===== config.mk =====
export PLATFORM = sky130hd
export DESIGN_NAME = dmem_arbiter
export DESIGN_NICKNAME = d
export VERILOG_FILES = /design/src/rtl/dmem_arbiter.sv
export SDC_FILE = /design/constraint.sdc
export NUM_CORES = 1
export LEC_CHECK = 0
export CORE_MARGIN = 10
export CORE_UTILIZATION = 34
export DETAILED_ROUTE_END_ITERATION = 7
export GPL_TIMING_DRIVEN = 0
export PLACE_DENSITY_LB_ADDON = 0.3
export SETUP_SLACK_MARGIN = 0.5
export SLEW_MARGIN = 25
export SYNTH_ARGS = -nofsm -noshare
export SYNTH_HDL_FRONTEND = slang
export SYNTH_SLANG_ARGS = --single-unit

===== constraint.sdc =====
create_clock -name clk -period 1.9 [get_ports clk]
set_clock_uncertainty 0.1 [all_clocks]
set_input_delay 0.285 -clock clk [delete_from_list [all_inputs] [get_ports clk]]
set_output_delay 0.285 -clock clk [all_outputs]
set_load 0.03 [all_outputs]

===== src/rtl/dmem_arbiter.sv =====
// -----------------------------------------------------------------------------
// dmem_arbiter
//
// Round-robin arbiter that lets NUM_CORES cores share one single-port data
// memory. Each core holds a level read or write request until it receives a
// one-cycle ack. A core that asserts read and write together is served as a
// write. The transaction sequence is IDLE -> ISSUE -> (CAPTURE) -> DONE.
// Counting the IDLE cycle in which the request is sampled, a write acks in
// its 3rd cycle and a read acks in its 4th. The ack is high during DONE, so a
// request still high in the following IDLE cycle is a new request.
//
// Parameters
//   NUM_CORES  number of cores sharing the memory (2..8)
//   DATA_W     data and address width
//
// Ports
//   clk           clock, rising edge
//   RESET_N       asynchronous active-low reset
//   req_rd        per-core read request (level)
//   req_wr        per-core write request (level)
//   core_addr     per-core address, core i at [i*DATA_W +: DATA_W]
//   core_wdata    per-core write data, packed like core_addr
//   ack           per-core one-cycle completion pulse (registered)
//   stall         per-core hold request: (req_rd | req_wr) & ~ack
//   rdata         registered read data, broadcast to all cores
//   mem_addr      memory address
//   mem_wdata     memory write data
//   mem_we        memory write strobe (registered, one cycle)
//   mem_re        memory read strobe (registered, one cycle)
//   mem_rdata     memory read data, valid one cycle after mem_re
//   conflict_cnt  (DMEM_ARBITER_PERF_EN only) saturating count of cycles in
//                 which some core stalls while a different core holds the
//                 grant
//
// Build option
//   DMEM_ARBITER_PERF_EN  adds the conflict_cnt output and its counter.
//
// States
//   state    | meaning
//   ---------+-----------------------------------------------------------
//   IDLE     | arbitrate; latch winner's index, address, data and op
//   ISSUE    | mem_we or mem_re high for this single cycle
//   CAPTURE  | mem_rdata is valid; register it into rdata
//   DONE     | ack[idx] high; advance rr_ptr past idx
// -----------------------------------------------------------------------------
module dmem_arbiter #(
    parameter int NUM_CORES = 4,
    parameter int DATA_W    = 16
) (
    input  logic                        clk,
    input  logic                        RESET_N,
    input  logic [NUM_CORES-1:0]        req_rd,
    input  logic [NUM_CORES-1:0]        req_wr,
    input  logic [NUM_CORES*DATA_W-1:0] core_addr,
    input  logic [NUM_CORES*DATA_W-1:0] core_wdata,
    output logic [NUM_CORES-1:0]        ack,
    output logic [NUM_CORES-1:0]        stall,
    output logic [DATA_W-1:0]           rdata,
    output logic [DATA_W-1:0]           mem_addr,
    output logic [DATA_W-1:0]           mem_wdata,
    output logic                        mem_we,
    output logic                        mem_re,
    input  logic [DATA_W-1:0]           mem_rdata
`ifdef DMEM_ARBITER_PERF_EN
    ,
    output logic [15:0]                 conflict_cnt
`endif
);

    localparam int IDX_W = (NUM_CORES > 1) ? $clog2(NUM_CORES) : 1;

    typedef enum logic [1:0] {
        S_IDLE    = 2'd0,
        S_ISSUE   = 2'd1,
        S_CAPTURE = 2'd2,
        S_DONE    = 2'd3
    } state_t;

    state_t                state_q,   state_d;
    logic [IDX_W-1:0]      rr_ptr_q,  rr_ptr_d;
    logic [IDX_W-1:0]      idx_q,     idx_d;
    logic [DATA_W-1:0]     addr_q,    addr_d;
    logic [DATA_W-1:0]     wdata_q,   wdata_d;
    logic                  is_wr_q,   is_wr_d;
    logic                  mem_we_q,  mem_we_d;
    logic                  mem_re_q,  mem_re_d;
    logic [NUM_CORES-1:0]  ack_q,     ack_d;
    logic [DATA_W-1:0]     rdata_q,   rdata_d;

    logic [NUM_CORES-1:0]  pending;
    logic                  any_req;
    logic [IDX_W-1:0]      win_idx;
    logic [DATA_W-1:0]     sel_addr;
    logic [DATA_W-1:0]     sel_wdata;
    logic                  sel_wr;

    assign pending = req_rd | req_wr;

    // First requesting core at or after rr_ptr, wrapping modulo NUM_CORES.
    always_comb begin
        int cand;
        cand    = 0;
        any_req = 1'b0;
        win_idx = '0;
        for (int k = 0; k < NUM_CORES; k++) begin
            cand = int'(rr_ptr_q) + k;
            if (cand >= NUM_CORES) begin
                cand = cand - NUM_CORES;
            end
            if (!any_req && pending[cand]) begin
                any_req = 1'b1;
                win_idx = IDX_W'(cand);
            end
        end
    end

    // Mux the winner's address, data and op. A simultaneous read+write
    // request resolves to a write because only req_wr is consulted.
    always_comb begin
        sel_addr  = '0;
        sel_wdata = '0;
        sel_wr    = 1'b0;
        for (int k = 0; k < NUM_CORES; k++) begin
            if (win_idx == IDX_W'(k)) begin
                sel_addr  = core_addr[k*DATA_W +: DATA_W];
                sel_wdata = core_wdata[k*DATA_W +: DATA_W];
                sel_wr    = req_wr[k];
            end
        end
    end

    // Strobes and ack are computed one state ahead so that the registered
    // versions line up with the state they belong to.
    always_comb begin
        state_d  = state_q;
        rr_ptr_d = rr_ptr_q;
        idx_d    = idx_q;
        addr_d   = addr_q;
        wdata_d  = wdata_q;
        is_wr_d  = is_wr_q;
        mem_we_d = 1'b0;
        mem_re_d = 1'b0;
        ack_d    = '0;
        rdata_d  = rdata_q;

        unique case (state_q)
            S_IDLE: begin
                if (any_req) begin
                    idx_d    = win_idx;
                    addr_d   = sel_addr;
                    wdata_d  = sel_wdata;
                    is_wr_d  = sel_wr;
                    mem_we_d = sel_wr;
                    mem_re_d = ~sel_wr;
                    state_d  = S_ISSUE;
                end
            end
            S_ISSUE: begin
                if (is_wr_q) begin
                    ack_d[idx_q] = 1'b1;
                    state_d      = S_DONE;
                end else begin
                    state_d      = S_CAPTURE;
                end
            end
            S_CAPTURE: begin
                rdata_d      = mem_rdata;
                ack_d[idx_q] = 1'b1;
                state_d      = S_DONE;
            end
            S_DONE: begin
                if (idx_q == IDX_W'(NUM_CORES - 1)) begin
                    rr_ptr_d = '0;
                end else begin
                    rr_ptr_d = idx_q + IDX_W'(1);
                end
                state_d = S_IDLE;
            end
            default: begin
                state_d = S_IDLE;
            end
        endcase
    end

    always_ff @(posedge clk or negedge RESET_N) begin
        if (!RESET_N) begin
            state_q  <= S_IDLE;
            rr_ptr_q <= '0;
            idx_q    <= '0;
            addr_q   <= '0;
            wdata_q  <= '0;
            is_wr_q  <= 1'b0;
            mem_we_q <= 1'b0;
            mem_re_q <= 1'b0;
            ack_q    <= '0;
            rdata_q  <= '0;
        end else begin
            state_q  <= state_d;
            rr_ptr_q <= rr_ptr_d;
            idx_q    <= idx_d;
            addr_q   <= addr_d;
            wdata_q  <= wdata_d;
            is_wr_q  <= is_wr_d;
            mem_we_q <= mem_we_d;
            mem_re_q <= mem_re_d;
            ack_q    <= ack_d;
            rdata_q  <= rdata_d;
        end
    end

    assign ack       = ack_q;
    assign stall     = pending & ~ack_q;
    assign rdata     = rdata_q;
    assign mem_addr  = addr_q;
    assign mem_wdata = wdata_q;
    assign mem_we    = mem_we_q;
    assign mem_re    = mem_re_q;

`ifdef DMEM_ARBITER_PERF_EN
    // The grant belongs to the arbitration winner during a sampling IDLE
    // cycle and to the latched index for the rest of the transaction.
    logic [15:0]          conflict_cnt_q, conflict_cnt_d;
    logic                 grant_vld;
    logic [IDX_W-1:0]     grant_idx;
    logic [NUM_CORES-1:0] other_stall;
    logic                 conflict;

    always_comb begin
        grant_vld   = (state_q != S_IDLE) || any_req;
        grant_idx   = (state_q == S_IDLE) ? win_idx : idx_q;
        other_stall = stall;
        for (int k = 0; k < NUM_CORES; k++) begin
            if (grant_idx == IDX_W'(k)) begin
                other_stall[k] = 1'b0;
            end
        end
        conflict       = grant_vld && (|other_stall);
        conflict_cnt_d = conflict_cnt_q;
        if (conflict && (conflict_cnt_q != 16'hFFFF)) begin
            conflict_cnt_d = conflict_cnt_q + 16'd1;
        end
    end

    always_ff @(posedge clk or negedge RESET_N) begin
        if (!RESET_N) begin
            conflict_cnt_q <= '0;
        end else begin
            conflict_cnt_q <= conflict_cnt_d;
        end
    end

    assign conflict_cnt = conflict_cnt_q;
`endif

endmodule

## Word level (Yosys, flattened, before mapping)

Cells that the tools add are included.

| operators by class | value |
|---|---|
| add/subtract/negate cells | 8 |
| multiply operators | 0 |
| divide/modulo/power cells | 0 |
| order comparisons | 10 |
| eq/ne operators | 8 |
| shift operators | 0 |
| mux-type cells | 48 |
| bitwise operators | 4 |
| reduce and logical (&&, ||, !) cells | 10 |

Operators with widths:

| cell | count |
|---|---|
| 32-bit by 4-bit < comparator with 1-bit output (second input constant) | 4 |
| 16-bit two-way mux | 8 |
| 32-bit two-way mux | 4 |
| 1-bit two-way mux | 22 |
| 2-bit two-way mux | 6 |
| 3-bit by 3-bit subtractor with 4-bit output (second input constant) | 3 |
| 2-bit == test (second input constant) | 5 |
| 3-bit >= comparator (second input constant) | 3 |
| 1-bit binary-select mux with 2-bit select | 4 |
| 2-bit case mux with 4 select lines | 1 |
| 4-bit case mux with 2 select lines | 1 |
| 2-bit by 2-bit adder with 3-bit output (second input constant) | 2 |
| 4-bit AND | 1 |
| 2-bit by 1-bit == test with 1-bit output (second input constant) | 2 |
| 1-bit logical AND | 4 |
| 2-bit logical NOT | 2 |
| 4-bit two-way mux | 1 |
| 4-bit inverter | 1 |
| 4-bit OR | 1 |
| 2-bit by 3-bit subtractor with 4-bit output (second input constant) | 1 |
| 2-bit by 1-bit adder with 3-bit output (second input constant) | 1 |
| 2-bit by 3-bit >= comparator with 1-bit output (second input constant) | 1 |
| 1-bit logical NOT | 3 |
| 2-bit by 3-bit < comparator with 1-bit output (second input constant) | 1 |
| 6 further kinds | 6 |

| storage, ports and cells | value |
|---|---|
| flip-flop bits (word level) | 61 |
| latch bits | 0 |
| bits in writable memories | 0 |
| bits in read-only memories | 0 |
| input port bits | 154 |
| memories kept | 0 |

## Depth between registers and ports, before layout

| logic depth | value |
|---|---|
| depth after elaboration | 23 |
| gate-level depth with buffers | 8 |

## Worst setup path before layout

No wires, ideal clock.

| timing | value |
|---|---|
| path type | register -> register |
| start point | register state_q[0] |
| end point | register rdata_q[10] (netlist: rdata[10]) |
| setup time | 0.125 ns |
| arrival time | 1.596 ns |
| path slack | 0.079 ns |
| cell stages (with the launch flop) | 6 |
| cells stage by stage | dfrtp_1 -> inv_1 -> ha_1 -> clkbuf_1 -> buf_1 -> mux2_2 |

| between the ends | value |
|---|---|
| longest elaborated chain between the ends | 1 |

RTL lines:

| element | RTL line | text |
|---|---|---|
| start: declaration | 79 | `state_t state_q, state_d;` |
| start signal: assignment | 198 | `state_q <= state_d;` |
| 2-bit == test | 146 | `unique case (state_q)` |
| end signal: assignment | 207 | `rdata_q <= rdata_d;` |
| end: declaration | 88 | `logic [DATA_W-1:0] rdata_q, rdata_d;` |

No other way between the ends.
A chain may end at the register's enable or synchronous reset.

## Worst setup path in the final report

| timing | value |
|---|---|
| start point | register rr_ptr_q[1] |
| end point | register wdata_q[8] (netlist: mem_wdata[8]) |

| between the ends | value |
|---|---|
| longest elaborated chain between the ends | 20 |
| elaborated cells between the ends (all ways) | 50 |
| those cells by class | add/sub: 7; order compare: 4; eq/ne: 3; mux: 28; reduce/logical: 8 |

RTL lines:

| element | RTL line | text |
|---|---|---|
| start: declaration | 80 | `logic [IDX_W-1:0] rr_ptr_q, rr_ptr_d;` |
| start signal: assignment | 199 | `rr_ptr_q <= rr_ptr_d;` |
| parallel branches: the longest is 20 deep, another holds 3-bit by 3-bit subtractor with 4-bit output | -- |  |
| end signal: assignment | 202 | `wdata_q <= wdata_d;` |
| end: declaration | 83 | `logic [DATA_W-1:0] wdata_q, wdata_d;` |

Several ways; the timed one is not identified. The select of a mux whose other input is x is not followed.

==> run metrics <==
status completed; initial antenna violation count 0; Slew Limit Fails 0; worst r2r src rr_ptr_q[1]; VDD IR max 0.0007891 V; worst path arrival time 1980 ps; Seq/Total Area, Yosys 43.57%; first-pass GRT wire length 22.90 mm; Fin Setup TNS 0 ps; Clock Latency Late Sink 330 ps; Least-Margin Pin Slew 361.2 ps; Mapped Cells 346; post-synthesis adder-cell area fraction 2.857%; total number of vias 3,913; Synth Cell Area 3503 um^2; CTS sink count 61; Place WS -665.5 ps; Syn Nets 508; Slew Limit Headroom 75.67%; routed length per placed instance 20.90 um; DR DRC count 0; Overflow after GRT 0; Clock power frac 11.5%; Internal 6.599 mW; Final Worst Setup Slack 23.09 ps; Port Buffers 211; Top FF cell, synth dfrtp_1; synthesized area per cell 10.13 um^2; FP Rows 36; area grow syn2layout 96.68%; reg2reg setup slack 20 ps; hold crit path type in -> async; Yosys cell types 43; placed cell count 691; First DRT Iteration DRCs 235; post-synthesis simple-gate area fraction 18.21%; clock buffer depth 2; Power, Total 11.67 mW; final hold vios 0; diode count 0; H-tree depth 3; antenna viol nets, final 0; Ports 212; xor and xnor area share after synthesis 0%; crit path max fanout 9; Yosys warning count 0; Vias/cell 5.203; combinational power share 69.0%; max_cap viols 0; crit end category flop; R2R Path End mem_wdata[8]; minimum clock period 1877 ps; Clock transition at path regs 80 ps; WP data required 2000 ps; EDFF count, synth 0; asr flop ratio synth 100.0%; Filler Cell Count 765; DRT Pass-1 Iters 4; mux cell area share after synthesis 14.93%; final WL 15.72 mm; crit start category flop; layout cells sized above 1 39.58%; CP startpoint rr_ptr_q[1]; reg2reg path depth 8; RePlAce Congestion 0.8360; TritonCTS clock tree done; Core Area 9910 um^2; Initial Utilization 35.35%; post-synthesis register bit count 61; gr usage total 19.32%; DIE AREA 14,760 um^2; Setup-failing EPs final 0; period utilization 98.78%; HPWL after DPL 11.22 mm; number of CTS-inserted buffers 9; vias in the first global route 4,180; Die Y 121.5 um; Switching Fraction 43.48%; non-filler cells, final 752; unrepaired setup endpoints after global routing yes; nets 776; compound-cell area share of the yosys netlist 14.32%; fmax 0.5328 GHz; critical path class reg -> reg; Die X-Extent 121.5 um; Sw Pwr 5.076 mW; pwr dens 1694 nW/um^2; pin count of the biggest net entering global routing 37; largest family of logic cells by synthesized area simple AND/OR/NAND/NOR gates; Root Driver clkbuf_8; sequential power share 19.5%; Pleak 2.970 nW
[worst max-delay path by stage]
stage	endpoint	slack, ps	cells after the start
finish	mem_wdata[8]	20	8
global route	mem_wdata[10]	-70	8
CTS	mem_wdata[8]	40	9
detailed placement	mem_wdata[8]	-670	6
global placement	rr_ptr_q[0]	-1810	1
floorplan	mem_addr[0]	210	8
[flip-flops by register name, indices dropped and copies added (netlist names)]
| signal | cells |
|---|---|
| is_wr_q | 1 |
| mem_addr | 16 |
| idx_q | 2 |
| rdata | 16 |
| ack | 4 |
| state_q | 2 |
| mem_wdata | 16 |
| mem_re | 1 |
| rr_ptr_q | 2 |
| mem_we | 1 |
[final cells by class]
class | instances | area (um^2) | area share [%]
well taps | 133 | 166.4 | 2.415
multi-input cells | 250 | 2242 | 32.54
repair buffers | 257 | 2341 | 33.98
flip-flops and latches | 61 | 1528 | 22.17
inverters | 8 | 30.03 | 0.4358
plain buffers | 27 | 349.1 | 5.066
clock inverters | 5 | 82.58 | 1.198
clock buffers | 11 | 151.4 | 2.197
[per-stage QoR]
| step | hold WS [ps] | instance area, um^2 | utilization [%] |
|---|---|---|---|
| detailed placement | 119.3 | 5954 | 60.09 |
| global route | 330.0 | 6890 | 69.53 |
| floorplan | -110.6 | 3659 | - |
| CTS | 301.0 | 6706 | 67.68 |
| finish | 294.6 | 6890 | 69.53 |
| global placement | 372.0 | 5937 | 59.91 |
[synthesized netlist by cell type (2+ instances only)]
cell type   n  share of area [%]
clkbuf_1   10                1.1
dfrtp_1    61                 44
o21ai_0     7                1.0
nor2_2      2               0.36
inv_1       8               0.86
mux2i_1    32                9.1
o2bb2ai_1   2               0.50
and3_1      2               0.36
o21ai_1     3               0.43
o21a_1      2               0.43
mux2_2     18                5.8
nor2_1      7               0.75
nand2_1    40                4.3
and2_1      6                1.1
a21boi_1    2               0.43
o2111ai_1  32                8.0
buf_2      11                1.6
nand3_1    66                9.4
buf_12      4                2.3
ha_1        8                2.9
[critical path, stage by stage (launching register included)]
cell	delay, ps
dfrtp_1	350
buf_6	120
o21ba_4	160
o21ai_4	130
and3_4	210
buf_12	160
buf_12	150
mux2i_1	220
o2111ai_1	130
[per-layer routing]
layer,vias to the layer above,global-route usage [%],routed length (um)
met4,0,5.365,236
li1,1822,-,-
met3,25,5.956,1125
met2,174,34.51,8181
met1,1892,21.66,6176
met5,-,0,0
[power groups by stage]
stage | Clock (mW) | Sequential, mW | Combinational, mW
floorplan | 0 | 3.38 | 3.02
global placement | 0 | 2.30 | 6.35
detailed placement | 0 | 2.33 | 6.43
CTS | 1.36 | 2.29 | 7.46
global route | 1.42 | 2.36 | 8.54
finish | 1.34 | 2.28 | 8.05
[cell families after synthesis]
kind of cell    after synthesis
fa+ha+maj                     8
compound gates               60
flops                        61
mux                          50
buf+inv                      35
simple gates                132
[cells in the final DEF (no fill, tap or decap), types with 3 or more instances in the layout]
cell type        count
inv_1                5
buf_4               30
ha_4                 4
inv_2                3
o21ai_0              3
clkbuf_2             5
buf_12               8
and2_1               4
clkdlybuf4s15_2      6
nand2_1             38
clkdlybuf4s50_1    144
nor2_1               5
buf_8                7
o2111ai_2            7
ha_1                 4
nand3_1             50
nand3_2             15
clkinvlp_4           3
mux2_4              18
buf_2               53
o21ai_2              5
buf_6               20
mux2i_2              6
dfrtp_1             60
mux2i_4              4
clkbuf_8            13
o2111ai_1           25
mux2i_1             22
[timing repair]
| item | 4_1_cts | 5_1_grt |
|---|---|---|
| hold buffers | 1 | 0 |
| gates resized for setup | 321 | 120 |
| setup endpoints to repair | 117 | 91 |
| pin swaps | 15 | 14 |
| endpoints found under the hold margin | 25 | 0 |
| gates cloned | 5 | 1 |
| buffers inserted | 31 | 7 |
No activity file was read; power rests on OpenSTA's default activity.
==> RTL change 1 (config.mk and constraints unchanged) <==
The option `DMEM_ARBITER_PERF_EN` is turned on by a define.
--- a/src/rtl/dmem_arbiter.sv
+++ b/src/rtl/dmem_arbiter.sv
@@ -43,6 +43,8 @@
 //   CAPTURE  | mem_rdata is valid; register it into rdata
 //   DONE     | ack[idx] high; advance rr_ptr past idx
 // -----------------------------------------------------------------------------
+`define DMEM_ARBITER_PERF_EN
+
 module dmem_arbiter #(
     parameter int NUM_CORES = 4,
     parameter int DATA_W    = 16
Formal check against the unedited RTL (old outputs only; new: conflict_cnt): equivalent (Yosys induction, for registers that start in step).
==> RTL change 1 against the original RTL <==
The run now ends with setup timing left; sequential cell count up 16; wire length rose by 20%; sequential power up 26%; cell area is 20% higher; count of clock-buffer cells in the layout increased by 1; synthesized area is 25% higher; setup slack got worse by 460 ps; global-route usage rose by 0.15 points; clock power up 20%; total power up 20%; critical path type unchanged; critical endpoint is now conflict_cnt[14]; highest routed layer unchanged.
==> RTL change 1: results (changes against the original RTL) <==
metric,value,unit,change
status,finished with violations,,was finished clean
violations,setup timing,,
num_antenna_cells,0,,unchanged
clock-root-buffer,clkbuf_16,,was clkbuf_8
io_buffer_count,227,,was 211
grt_usage,0.195,,was 0.193
synth_seq_area_share,0.439,,was 0.436
nFillCells,1041,,was 765
syn_nets,711,,was 508
setup_viol,53,,was 0
routed_wl,18800,µm,was 15700 µm
critPathMaxFanout,7,,was 9
p_leak,3.83,nW,was 2.97 nW
timing.rr.start,rr_ptr_q[0],,was rr_ptr_q[1]
synth-xor-area-share,0.0260,,was 0
synth_adder_area_share,0.0285,,was 0.0286
slew_headroom,0.614,,was 0.757
netlist_instances,547,,was 346
synth.distinct_cells,45,,was 43
placed_cells,947,,was 691
synth.top_cells.by_count,"nand2_1 (207), dfrtp_1 (77), o21ai_0 (69)",,"was nand3_1 (66), dfrtp_1 (61), nand2_1 (40)"
grt_pass1_vias,5354,,was 4180
drt_first_pass_iters,5,,was 4
r2r_cells,7,,was 8
numCtsBuffers,9,,unchanged
htree_levels,3,,unchanged
synthArstFlopShare,1.00,,unchanged
hp-class,input pin to asynchronous set/reset pin,,unchanged
yosys_warnings,0,,unchanged
setup_slack,-442,ps,was 23.1 ps
antenna_found_initial,0,,unchanged
critPathArrivalTime,2460,ps,was 1980 ps
place.detailed.hpwl,13500,µm,was 11200 µm
gp_congestion,0.892,,was 0.836
drtIter0Drc,332,,was 235
clock_tree.buffer_depth,2,,unchanged
vdd_drop_max,0.690,mV,was 0.789 mV
drive_above_1_share,0.357,,was 0.396
num_vias,5095,,was 3913
r2r_end,conflict_cnt[14],,was mem_wdata[8]
grt_pass1_wl,28300,µm,was 22900 µm
clk_latency,330,ps,about the same
stdcell_count,1012,,was 752
synth_area_leaders,"dfrtp_1 (44%), nand2_1 (18%), o21ai_0 (7.9%), mux2_2 (5.7%), nand3_1 (4.7%)",,"was dfrtp_1 (44%), nand3_1 (9.4%), mux2i_1 (9.1%), o2111ai_1 (8.0%), mux2_2 (5.8%)"
synth_mux_area_frac,0.0682,,was 0.149
clkTransAtPathRegs,60,ps,was 80 ps
grt_max_degree,53,,was 37
synth_compound_area_frac,0.119,,was 0.143
==> RTL change 1: how the worst max path moves through the flow <==
| stage | start | end | slack, ps | cells past startpoint |
|---|---|---|---|---|
| floorplan | ack[2] | conflict_cnt[8] | -280 | 8 |
| global placement | RESET_N | ack[2] | -2520 | 1 |
| detailed placement | req_wr[0] | mem_addr[9] | -1140 | 9 |
| CTS | rr_ptr_q[1] | conflict_cnt[4] | -440 | 9 |
| global route | rr_ptr_q[1] | conflict_cnt[4] | -520 | 9 |
| finish | rr_ptr_q[0] | conflict_cnt[14] | -440 | 7 |
==> RTL change 1: layer usage <==
metal,share of wire,wire [µm],track usage
met2,0.52,9740,0.348
met1,0.39,7260,0.215
met5,0,0,0
met4,0.035,664,0.0798
met3,0.060,1130,0.0481
==> RTL change 1: final cells by class <==
| class | count | area share |
|---|---|---|
| Clock buffer | 12 | 0.0311 |
| Multi-Input combinational cell | 431 | 0.340 |
| Inverter | 7 | 0.00456 |
| Timing Repair Buffer | 277 | 0.313 |
| Tap cell | 172 | 0.0261 |
| Buffer | 32 | 0.0471 |
| Clock inverter | 4 | 0.00273 |
| Sequential cell | 77 | 0.235 |
==> RTL change 1: worst max-delay path, cell delays in order, from the launching register on <==
cell and delay, ps:
dfrtp_1 490, o21ba_1 200, a311oi_2 370, o221ai_2 160
a211oi_2 340, nor2_1 120, nand4_1 110, mux2_2 330
==> RTL change 1: timing repair <==
action / 4_1_cts / 5_1_grt
cloned: 6 / 1
buffers inserted: 31 / 10
hold endpoints to repair: 25 / 0
pin swaps: 58 / 41
setup endpoints to repair: 143 / 107
gates resized for setup: 552 / 120
hold buffers: 1 / 0
==> RTL change 1: cells by family (layout without fill, tap and decap cells) <==
kind of cell | Yosys count | count (layout)
flip-flops | 77 | 77
AO/OA/AOI/OAI | 90 | 90
AND/OR/NAND/NOR | 291 | 291
buffers and inverters | 39 | 332
adder cells (fa/ha/maj) | 10 | 10
multiplexers | 27 | 27
XOR/XNOR | 13 | 13
==> RTL change 1: metrics by stage <==
step	setup TNS, ps	setup WS [ps]	cell area (µm²)	total power [mW]	hold WS [ps]
2_1_floorplan	-3590	-281	4530	7.26	-111
3_3_place_gp	-222290	-2520	7020	9.93	361
3_5_place_dp	-53950	-1140	7050	10.1	129
4_1_cts	-15190	-435	8010	13.4	311
5_1_grt	-21250	-519	8240	14.9	335
6_report	-16880	-442	8240	14.1	301
==> RTL change 1: power breakdown <==
group	switching [mW]	total (mW)	internal (mW)
Combinational	5.22	9.57	4.35
Sequential	0.498	2.88	2.39
Clock	0.661	1.61	0.949
==> RTL change 2 (same flow settings) <==
Made on the original files. Re-encode `state_t` (4 states) as one-hot, 4 bits wide.
--- a/src/rtl/dmem_arbiter.sv
+++ b/src/rtl/dmem_arbiter.sv
@@ -69,11 +69,11 @@
 
     localparam int IDX_W = (NUM_CORES > 1) ? $clog2(NUM_CORES) : 1;
 
-    typedef enum logic [1:0] {
-        S_IDLE    = 2'd0,
-        S_ISSUE   = 2'd1,
-        S_CAPTURE = 2'd2,
-        S_DONE    = 2'd3
+    typedef enum logic [3:0] {
+        S_IDLE    = 4'b0001,
+        S_ISSUE   = 4'b0010,
+        S_CAPTURE = 4'b0100,
+        S_DONE    = 4'b1000
     } state_t;
 
     state_t                state_q,   state_d;
Check against the original RTL: same outputs for any inputs over 10 cycles, from zero or initial values and one cycle with RESET_N low; not proved beyond that.
==> RTL change 2 against the original RTL <==
The flow now finishes with violations (setup timing); wire length is 1.0% higher; count of clock-buffer cells in the layout is 1 higher; synthesized area is 5.7% higher; critical path depth is 2 higher; sequential cell count is 2 higher; global-route usage is 0.14 points higher; total power is 1.5% lower; critical endpoint is now mem_addr[8]; cell area is 3.8% higher; setup slack worse by 240 ps; largest cell class unchanged.
==> RTL change 2: results (changes against the original RTL) <==
metric,value,unit,change
status,finished with violations,,was finished clean
violations,setup timing,,
antenna_found_initial,0,,unchanged
grt_pass1_vias,4007,,was 4180
clkTransAtPathRegs,80,ps,about the same
nFillCells,828,,was 765
num_antenna_cells,0,,unchanged
drt_first_pass_iters,4,,unchanged
critPathArrivalTime,2270,ps,was 1980 ps
synth_seq_area_share,0.426,,was 0.436
clk_latency,330,ps,about the same
place.detailed.hpwl,11100,µm,was 11200 µm
nNetsFinal,723,,was 776
synthToLayoutAreaGrowth,93.2,%,was 96.7%
gp_congestion,0.936,,was 0.836
vdd_drop_max,0.895,mV,was 0.789 mV
drive_above_1_share,0.433,,was 0.396
slew_headroom,0.647,,was 0.757
setup_slack,-219,ps,was 23.1 ps
critPathMaxFanout,5,,was 9
clock_tree.buffer_depth,2,,unchanged
syn_nets,457,,was 508
num_vias,3615,,was 3913
place_area,0.00606,mm²,was 0.00595 mm²
drtIter0Drc,140,,was 235
routed_wl,15900,µm,was 15700 µm
grt_pass1_wl,24200,µm,was 22900 µm
setup_viol,34,,was 0
numCtsBuffers,9,,unchanged
htree_levels,3,,unchanged
synthArstFlopShare,1.00,,unchanged
grt_usage,0.195,,was 0.193
grt_max_degree,51,,was 37
synth.distinct_cells,39,,was 43
p_leak,3.16,nW,was 2.97 nW
hp-class,input pin to asynchronous set/reset pin,,unchanged
io_buffer_count,211,,unchanged
synth.top_cells.by_count,"mux2i_1 (64), dfrtp_1 (62), nand2_1 (37)",,"was nand3_1 (66), dfrtp_1 (61), nand2_1 (40)"
yosys_warnings,0,,unchanged
clock-root-buffer,clkbuf_8,,unchanged
synth_area_leaders,"dfrtp_1 (42%), mux2i_1 (17%), o221ai_2 (12%), mux2_2 (5.2%), nand2_1 (3.8%)",,"was dfrtp_1 (44%), nand3_1 (9.4%), mux2i_1 (9.1%), o2111ai_1 (8.0%), mux2_2 (5.8%)"
[RTL change 2: what timing repair did]
action	CTS	global route
gates cloned	8	3
pin swaps	26	13
setup endpoints to repair	117	81
hold endpoints to repair	18	0
gates resized for setup	372	78
hold buffers	1	0
setup buffers	29	2
[RTL change 2: critical path: stages, from the launching register on]
cell      delay, ps
dfstp_2         540
buf_8            90
nand2_2          40
or4_4           420
buf_6           150
inv_8            60
nand2_8          60
buf_12          150
buf_6           110
buf_12          130
o221ai_4        190
[RTL change 2: final timing paths]
kind                            depth (start not counted)            to          from
worst min-delay path                                    2  mem_wdata[9]       RESET_N
worst min register to register                          2  mem_addr[15]  mem_addr[15]
min in group clk                                        4        mem_re     req_wr[3]
worst max-delay path                                   10   mem_addr[8]    state_q[0]
max in group asynchronous                               3    state_q[0]       RESET_N
worst max register to register                         10   mem_addr[8]    state_q[0]
[RTL change 2: area by class of cell]
type | instances | area share
Timing Repair Buffer | 255 | 0.352
Multi-Input combinational cell | 211 | 0.327
Sequential cell | 63 | 0.221
Buffer | 19 | 0.0455
Tap cell | 140 | 0.0245
Clock buffer | 12 | 0.0203
Clock inverter | 4 | 0.00630
Inverter | 6 | 0.00420
[RTL change 2: power by group]
group / total [mW] / switching (mW) / internal, mW
combinational: 7.98 / 3.95 / 4.04
sequential: 2.35 / 0.375 / 1.97
clock: 1.17 / 0.532 / 0.637
total: 11.5 / 4.85 / 6.65
[RTL change 2: kinds of logic (layout without fill, tap and decap cells)]
family,Yosys count,count (layout),share of synthesized area
adders and majority gates,4,4,0.0135
AOI/OAI and AO/OA,53,53,0.165
buffers and inverters,25,296,0.0669
DFF,63,63,0.426
muxes,81,81,0.225
and+or+nand+nor,73,73,0.104
[RTL change 2: metal layers]
| layer | global-route usage | vias to the layer above | routed length, µm |
|---|---|---|---|
| li1 | - | 1665 | - |
| met1 | 0.227 | 1768 | 6430 |
| met2 | 0.336 | 164 | 7870 |
| met3 | 0.0668 | 18 | 1360 |
| met4 | 0.0418 | 0 | 221 |
| met5 | 0 | - | 0 |
[RTL change 2: metrics by stage]
stage                     power, mW  TNS [ps]  instances  setup slack, ps  hold WS [ps]
after floorplan                6.36     -3170        299             -104          -111
after global placement         8.42   -140210        650            -1770           369
after detailed placement       8.56    -30870        651             -825          57.9
after CTS                      11.0     -4720        705             -216           251
after global routing           12.1     -6540        710             -274           279
final                          11.5     -4800        710             -219           269
